## src/rtl/coin_acceptor.sv

```systemverilog
// Coin acceptor: debounced coin detector, coin FIFO and timed en_* pulse generator
// for the downstream vending controller.
module coin_acceptor #(
  parameter int DEBOUNCE = 4,
  parameter int HOLD     = 2,
  parameter int GAP      = 4,
  parameter int DEPTH    = 4
) (
  input  logic                   clk,
  input  logic                   rst,
  input  logic                   coin_in,
  input  logic [1:0]             coin_type,
  input  logic                   accept_en,
  input  logic                   flush,
  output logic                   en_one,
  output logic                   en_two,
  output logic                   en_five,
  output logic                   coin_reject,
  output logic                   fifo_full,
  output logic [$clog2(DEPTH):0] fifo_count
);

  // state  | meaning
  // S_IDLE | no pulse active; pops the queue head as soon as it is non-empty
  // S_HOLD | selected en_* high; timer counts down the HOLD cycles
  // S_GAP  | all en_* low; timer counts down GAP cycles, terminal count may pop directly

  localparam int AW   = (DEPTH > 1) ? $clog2(DEPTH) : 1;
  localparam int CW   = $clog2(DEPTH) + 1;
  localparam int DW   = $clog2(DEBOUNCE + 1);
  localparam int TMAX = (HOLD > GAP) ? HOLD : GAP;
  localparam int TW   = $clog2(TMAX + 1);

  typedef enum logic [1:0] {S_IDLE, S_HOLD, S_GAP} state_t;

  state_t          state, state_nxt;
  logic [TW-1:0]   timer, timer_nxt;
  logic [1:0]      sel, sel_nxt;

  logic            armed, armed_nxt;
  logic [DW-1:0]   db_cnt, cnt_nxt, run;
  logic [1:0]      last_type, last_nxt;
  logic            det_event;

  logic [1:0]      mem [DEPTH];
  logic [AW-1:0]   wptr, rptr;
  logic            push, pop, reject_nxt;
  logic [CW-1:0]   count_nxt;

  // Armed: count identical coin-present samples; disarmed: count coin-absent samples.
  always_comb begin
    det_event = 1'b0;
    armed_nxt = armed;
    cnt_nxt   = db_cnt;
    last_nxt  = last_type;
    run       = '0;
    if (armed) begin
      if (coin_in) begin
        run      = (db_cnt != '0 && coin_type == last_type) ? db_cnt + 1'b1 : DW'(1);
        last_nxt = coin_type;
        if (run == DW'(DEBOUNCE)) begin
          det_event = 1'b1;
          armed_nxt = 1'b0;
          cnt_nxt   = '0;
        end else begin
          cnt_nxt = run;
        end
      end else begin
        cnt_nxt = '0;
      end
    end else begin
      if (!coin_in) begin
        run = db_cnt + 1'b1;
        if (run == DW'(DEBOUNCE)) begin
          armed_nxt = 1'b1;
          cnt_nxt   = '0;
        end else begin
          cnt_nxt = run;
        end
      end else begin
        cnt_nxt = '0;
      end
    end
  end

  always_comb begin
    state_nxt = state;
    timer_nxt = timer;
    sel_nxt   = sel;
    pop       = 1'b0;
    case (state)
      S_IDLE: begin
        if (fifo_count != '0) begin
          pop       = 1'b1;
          state_nxt = S_HOLD;
          timer_nxt = TW'(HOLD - 1);
          sel_nxt   = mem[rptr];
        end
      end
      S_HOLD: begin
        if (timer == '0) begin
          state_nxt = S_GAP;
          timer_nxt = TW'(GAP - 1);
        end else begin
          timer_nxt = timer - 1'b1;
        end
      end
      S_GAP: begin
        // Popping on the last gap cycle keeps the low time between pulses at exactly GAP.
        if (timer == '0) begin
          if (fifo_count != '0) begin
            pop       = 1'b1;
            state_nxt = S_HOLD;
            timer_nxt = TW'(HOLD - 1);
            sel_nxt   = mem[rptr];
          end else begin
            state_nxt = S_IDLE;
          end
        end else begin
          timer_nxt = timer - 1'b1;
        end
      end
      default: state_nxt = S_IDLE;
    endcase
    if (flush) begin
      state_nxt = S_IDLE;
      timer_nxt = '0;
      pop       = 1'b0;
    end
  end

  always_comb begin
    push       = det_event && (coin_type != 2'b00) && accept_en && (!fifo_full || pop) && !flush;
    reject_nxt = det_event && !push && !flush;
    count_nxt  = flush ? '0 : fifo_count + CW'(push) - CW'(pop);
  end

  always_ff @(posedge clk or negedge rst) begin
    if (!rst) begin
      state       <= S_IDLE;
      timer       <= '0;
      sel         <= '0;
      wptr        <= '0;
      rptr        <= '0;
      fifo_count  <= '0;
      fifo_full   <= 1'b0;
      coin_reject <= 1'b0;
      armed       <= 1'b1;
      db_cnt      <= '0;
      last_type   <= '0;
    end else begin
      state       <= state_nxt;
      timer       <= timer_nxt;
      sel         <= sel_nxt;
      fifo_count  <= count_nxt;
      fifo_full   <= (count_nxt == CW'(DEPTH));
      coin_reject <= reject_nxt;
      if (flush) begin
        wptr   <= '0;
        rptr   <= '0;
        armed  <= 1'b1;
        db_cnt <= '0;
      end else begin
        if (push) wptr <= wptr + 1'b1;
        if (pop)  rptr <= rptr + 1'b1;
        armed     <= armed_nxt;
        db_cnt    <= cnt_nxt;
        last_type <= last_nxt;
      end
    end
  end

  always_ff @(posedge clk) begin
    if (push) mem[wptr] <= coin_type;
  end

  assign en_one  = (state == S_HOLD) && (sel == 2'b01);
  assign en_two  = (state == S_HOLD) && (sel == 2'b10);
  assign en_five = (state == S_HOLD) && (sel == 2'b11);

endmodule

```

## config.mk

```make
export PLATFORM = sky130hd
export DESIGN_NAME = coin_acceptor
export DESIGN_NICKNAME = d
export VERILOG_FILES = /design/src/rtl/coin_acceptor.sv
export SDC_FILE = /design/constraint.sdc
export NUM_CORES = 1
export LEC_CHECK = 0
export BUFFER_PORTS_ARGS = -buffer_cell sky130_fd_sc_hd__buf_2
export CAP_MARGIN = 20
export CORE_AREA = 5 5 78 80
export CTS_CLUSTER_DIAMETER = 60
export DETAILED_ROUTE_END_ITERATION = 16
export DIE_AREA = 0 0 83 85
export PLACE_DENSITY_LB_ADDON = 0.3
export RECOVER_POWER = 100
export SYNTH_ARGS = -nofsm -noshare
export SYNTH_HDL_FRONTEND = slang
export SYNTH_SLANG_ARGS = --single-unit
```

## constraint.sdc

```tcl
create_clock -name clk -period 2.6 [get_ports clk]
set_input_delay 0.13 -clock clk [delete_from_list [all_inputs] [get_ports clk]]
set_output_delay 0.13 -clock clk [all_outputs]
set_load 0.01 [all_outputs]
```

After elaboration in Yosys (flattened, before gate mapping)
Memories as Yosys holds them, arrays and structs flattened.
Index checks and enable logic that the tools add are counted.
{"block": "word_totals", "register_bits": 22, "inputBits": 7, "ramBits": 8, "n_memories": 1}
{"block": "op_classes", "reduce_logical": 26, "bitwise": 1, "n_eq_ne": 13, "n_mux": 41, "add_sub_neg": 6}
{"name": "mem", "words": 4, "width": 2, "read_ports": 1, "rd_ports_with_merged_regs": 0, "write_ports": 1, "line": "45", "text": "logic [1:0] mem [DEPTH];"}
{"op": "$mux 3", "count": 12}
{"op": "$mux 2", "count": 10}
{"op": "$mux 1", "count": 15}
{"op": "$logic_and 1x1->1", "count": 10}
{"op": "$eq 3x3->1 const B", "count": 3}
{"op": "$ne 3x3->1 const B", "count": 3}
{"op": "$pmux 3 s3", "count": 1}
{"op": "$reduce_bool 2->1", "count": 4}
{"op": "$eq 2x2->1 const B", "count": 3}
{"op": "$pmux 2 s3", "count": 1}
{"op": "$reduce_and 3->1", "count": 2}
{"op": "$reduce_bool 3->1", "count": 2}
{"op": "$add 2x1->2 const B", "count": 2}
{"op": "$eq 2x1->1 const B", "count": 2}
{"op": "$pmux 2 s2", "count": 1}
{"op": "$reduce_bool 4->1", "count": 1}
{"op": "$add 3x1->3", "count": 1}
{"op": "$add 3x1->3 const B", "count": 1}
{"op": "$logic_not 1->1", "count": 3}
{"op": "$logic_not 3->1", "count": 1}
{"op": "$sub 3x1->3", "count": 1}
{"op": "$sub 3x1->3 const B", "count": 1}
{"op": "$eq 2x2->1", "count": 1}
{"op": "$logic_not 2->1", "count": 1}
{"op": "other kinds (5)", "count": 5}

Longest topological paths before layout
{"block": "logic_depth", "depth_word": 15, "mapped_depth": 16, "depth_no_buf": 16}

Worst setup path after synthesis
No wires, ideal clock.
{"block": "synth_timing", "path_kind": "register to register", "startpoint": "register timer[0]", "endpoint": "register fifo_full", "t_arrival_ns": 2.752, "setup_time_ns": 0.101, "synth_period_minus_slack_ns": 2.853, "t_required_ns": 2.499, "path_stages_with_launch": 17, "slack_ns": -0.253, "path_cell_list": "dfrtp_1 -> inv_1 -> ha_1 -> ha_1 -> a21oi_1 -> o21ai_1 -> and3_1 -> nor2b_4 -> inv_1 -> ha_1 -> inv_1 -> ha_1 -> inv_1 -> fa_1 -> xor2_1 -> xnor2_1 -> nor4_1"}
{"block": "synth_via", "elab_chain_cells": 11}
{"item": "start, declared", "line": "37", "text": "logic [TW-1:0] timer, timer_nxt;"}
{"item": "start signal, assigned", "line": "153", "text": "timer <= timer_nxt;"}
{"item": "$logic_not 3->1 (*)", "line": "110", "text": "if (timer == '0) begin"}
{"item": "$mux 1 (*)", "line": "110"}
{"item": "$pmux 1 s2 (*)", "line": "91", "text": "case (state)"}
{"item": "$mux 1 (*)", "line": "125", "text": "if (flush) begin"}
{"item": "$logic_or 1x1->1", "line": "133", "text": "push = det_event && (coin_type != 2'b00) && accept_en && (!fifo_full || pop) && !flush;"}
{"item": "$logic_and 1x1->1 (2 in series)", "line": "133"}
{"item": "$add 3x1->3", "line": "135", "text": "count_nxt = flush ? '0 : fifo_count + CW'(push) - CW'(pop);"}
{"item": "$sub 3x1->3 (*)", "line": "135"}
{"item": "$mux 3 (*)", "line": "135"}
{"item": "$eq 3x3->1 (*)", "line": "156", "text": "fifo_full <= (count_nxt == CW'(DEPTH));"}
{"item": "end signal, assigned", "line": "156"}
{"item": "end, declared", "line": "19", "text": "output logic fifo_full,"}
Mark *: on every way between the ends. The rest lies on a longest branch, timed or not.
A chain may end at the register's enable or synchronous reset.

Final worst setup path
{"block": "layout_timing", "startpoint": "register timer[0]", "endpoint": "register fifo_count[2]"}
{"block": "layout_via", "elab_chain_cells": 10}
{"item": "$logic_not 3->1 (*)", "line": "110"}
{"item": "$mux 1 (*)", "line": "110"}
{"item": "$pmux 1 s2 (*)", "line": "91"}
{"item": "$mux 1 (*)", "line": "125"}
{"item": "$logic_or 1x1->1", "line": "133"}
{"item": "$logic_and 1x1->1 (2 in series)", "line": "133"}
{"item": "$add 3x1->3", "line": "135"}
{"item": "$sub 3x1->3 (*)", "line": "135"}
{"item": "$mux 3 (*)", "line": "135"}
{"item": "via count_nxt[2]", "line": "48", "text": "logic [CW-1:0] count_nxt;"}
{"item": "end signal, assigned", "line": "155", "text": "fifo_count <= count_nxt;"}
{"item": "end, declared", "line": "20", "text": "output logic [$clog2(DEPTH):0] fifo_count"}
Mark *: on every way through the listed nets, which the timed path passes. The rest lies on a longest branch.

==> results.cfg <==
[outcome]
status = finished, violations left
violations = negative setup slack

[routing]
drt-total-wl_um = 3610
drc = 0
drtAntennaViolNets = 0
drt_first_pass_iters = 5
drtIter0Drc = 48
vias_per_cell = 4.73
vias = 1340
wire_per_inst_um = 12.7

[cells_and_area]
multiInputGateArea_um2 = 981
diodes = 0
final_common_cell = buf_4
regArea_um2 = 792
drive_gt1_frac = 0.341
final_area_mm2 = 0.00230
syn_to_final_growth_pct = 30.0
layout_common_cells = 26 x buf_4, 21 x dfrtp_1, 16 x nor2_1
fin_cells = 283
fin_nets = 235
n_fill_cell = 535

[sta]
period_needed_ns = 2.80
max_freq_ghz = 0.357
rsz0062_at_grt = yes
fin_crit_sh = 1.08
tightest_slew_ns = 1.25
slew_violations = 0
holdWs_ns = 0.149
setup_viol = 2
maxSlewHeadroom = 0.168
hold_viol = 0
fin_ws_ns = -0.203
skew_ns = 0.00568

[clocking]
htree_levels = 2
clock_path_buffers = 2
insertion_delay_ns = 0.28
clk_pin_slew_ns = 0.07
cts_num_sinks = 30
cts_tree = yes
clock-root-buffer = clkbuf_8
cts_made_buffers = 5

[grt]
grt_pass1_vias = 1342
grt_pass1_wl_um = 6060
grt_max_degree = 23
antenna_found_initial = 0
grt_overflow = 0
grt_use_total = 0.105

[setup_path]
cp.required_ns = 2.76
critical-path-max-stage-delay_ns = 0.39
worstPathCellList = inv_2 -> ha_4 -> ha_4 -> a21oi_4 -> o21ai_2 -> and3_4 -> nor2b_4 -> inv_2 -> ha_4 -> inv_4 -> ha_4 -> inv_2 -> fa_2 -> xor2_1 -> xnor2_1 -> nor2_1
crit_path_frequent_cell = ha_4
r2r-start = timer[0]
crit_slowest_cell = dfrtp_1
worstRegToRegCells = 16
r2r_slack_ns = -0.20
startpoint_type = flop
worst-path-buf-inv = 4
endpoint_kind = flop
crit_type = reg2reg
crit_arrival_ns = 2.96
crit_path_max_fanout = 2
cp_top_family = adder cells
timing.rr.end = fifo_count[2]

[synth]
yosys.area.top_type = dfrtp_1
syn-cell-area_mm2 = 0.00177
yosysTopAreaCellShare = 0.297
synthFlopType = dfrtp_1
yosysWarningCount = 0
synthTopCellsByArea = dfrtp_1 30%, edfxtp_1 14%, ha_1 12%
synth.avg_cell_area_um2 = 10.6
synth_edf_count = 8
synthArstFlopShare = 0.733
synth.distinct_cells = 48
synth_seq_cells = 30
syn_nets = 192
synth-seq-area-share = 0.447
synth_cells = 167

[job]
max_cap_viol_count = 0

[place]
dp_worst_setup_slack_ns = -0.349
detailed_place.area_mm2 = 0.00208
dp.cells = 268
place_congestion = 0.738
io_buffer_count = 14
dp_hpwl_um = 2690

[hold_path]
whs_path_depth = 1
whs_endpoint = mem[0][0]
worstHoldPathType = in2reg
hold_path.startpoint = coin_type[0]

[floorplan]
die_h_um = 85
placementRows = 27
core_area_mm2 = 0.00534
ioPinCount = 15
dieArea_mm2 = 0.00706
fp.dieW_um = 83
initial_utilization = 0.332

[power_and_ir_drop]
p_leak_nw = 1.01
powerDensity_mw_per_mm2 = 890
irDropWorstVdd_uv = 381
## Yosys cell counts (all sizes together) (2+ instances only)
library cell	number
a31oi	2
nand2	9
nor2b	3
and3	3
nand2b	5
clkbuf	4
nand4	2
mux4	2
nor2	17
nor4	2
edfxtp	8
ha	17
xor2	4
nor3	8
xnor2	3
a21oi	7
buf	2
mux2	4
o21ai	5
and2	5
inv	14
dfrtp	21
## registers in the layout, indices dropped and copies added, names as in the netlist
register     cells
mem              8
last_type        2
timer            3
wptr             2
fifo_count       3
coin_reject      1
sel              2
rptr             2
state            2
fifo_full        1
db_cnt           3
armed            1
## logic make-up (layout without fill, tap and decap cells)
group,count (synthesis),count (layout),share of synthesized area
buf+inv,20,64,0.0445
flops,30,30,0.447
simple gates,59,59,0.189
fa+ha+maj,18,18,0.131
xor+xnor,7,7,0.0346
mux,7,7,0.0565
compound gates,26,26,0.0961
## routing by layer
| metal | vias up | global-route usage | share of wire |
|---|---|---|---|
| met1 | 652 | 0.129 | 0.45 |
| met4 | 0 | 0.0312 | 0.0050 |
| li1 | 665 | - | - |
| met3 | 2 | 0.0262 | 0.033 |
| met2 | 21 | 0.184 | 0.51 |
| met5 | - | 0 | 0 |
## per-stage QoR
stage / setup TNS, ns / util / power (mW)
floorplan: -0.182 / - / 1.20
detailed placement: -0.712 / 0.390 / 1.49
CTS: -0.321 / 0.420 / 1.99
finish: -0.392 / 0.431 / 2.05
global placement: -0.535 / 0.390 / 1.48
global route: -0.779 / 0.431 / 2.20
## worst max-delay path by stage
stage              from            end  slack, ns  depth (start not counted)
2_1_floorplan  timer[1]      fifo_full      -0.11                         16
3_3_place_gp   timer[1]      fifo_full      -0.26                         16
3_5_place_dp   timer[0]      fifo_full      -0.35                         16
4_1_cts        timer[1]      fifo_full      -0.19                         16
5_1_grt        timer[0]  fifo_count[2]      -0.37                         16
6_report       timer[0]  fifo_count[2]      -0.20                         16
## cell type report
type | count | share of cell area
Clock buffer | 5 | 0.0299
Clock inverter | 3 | 0.0174
Inverter | 14 | 0.0239
Multi-Input combinational cell | 117 | 0.426
Sequential cell | 30 | 0.344
Tap cell | 72 | 0.0392
Timing Repair Buffer | 42 | 0.119
## report_power, final
part | internal, mW | total [mW] | switching, mW | leakage (nW)
Sequential | 0.559 | 0.634 | 0.0749 | 0.359
Clock | 0.282 | 0.455 | 0.173 | 0.0579
Combinational | 0.496 | 0.959 | 0.463 | 0.593
Total | 1.34 | 2.05 | 0.711 | 1.01
## timing repair
item	CTS	global route
resized for setup	5	10
pin swaps	0	10
buffers inserted	3	3
gates cloned	0	0
hold buffers	1	0
hold endpoints to repair	21	0
endpoints found under the setup margin	3	3
No activity file was read; power rests on OpenSTA's default activity.
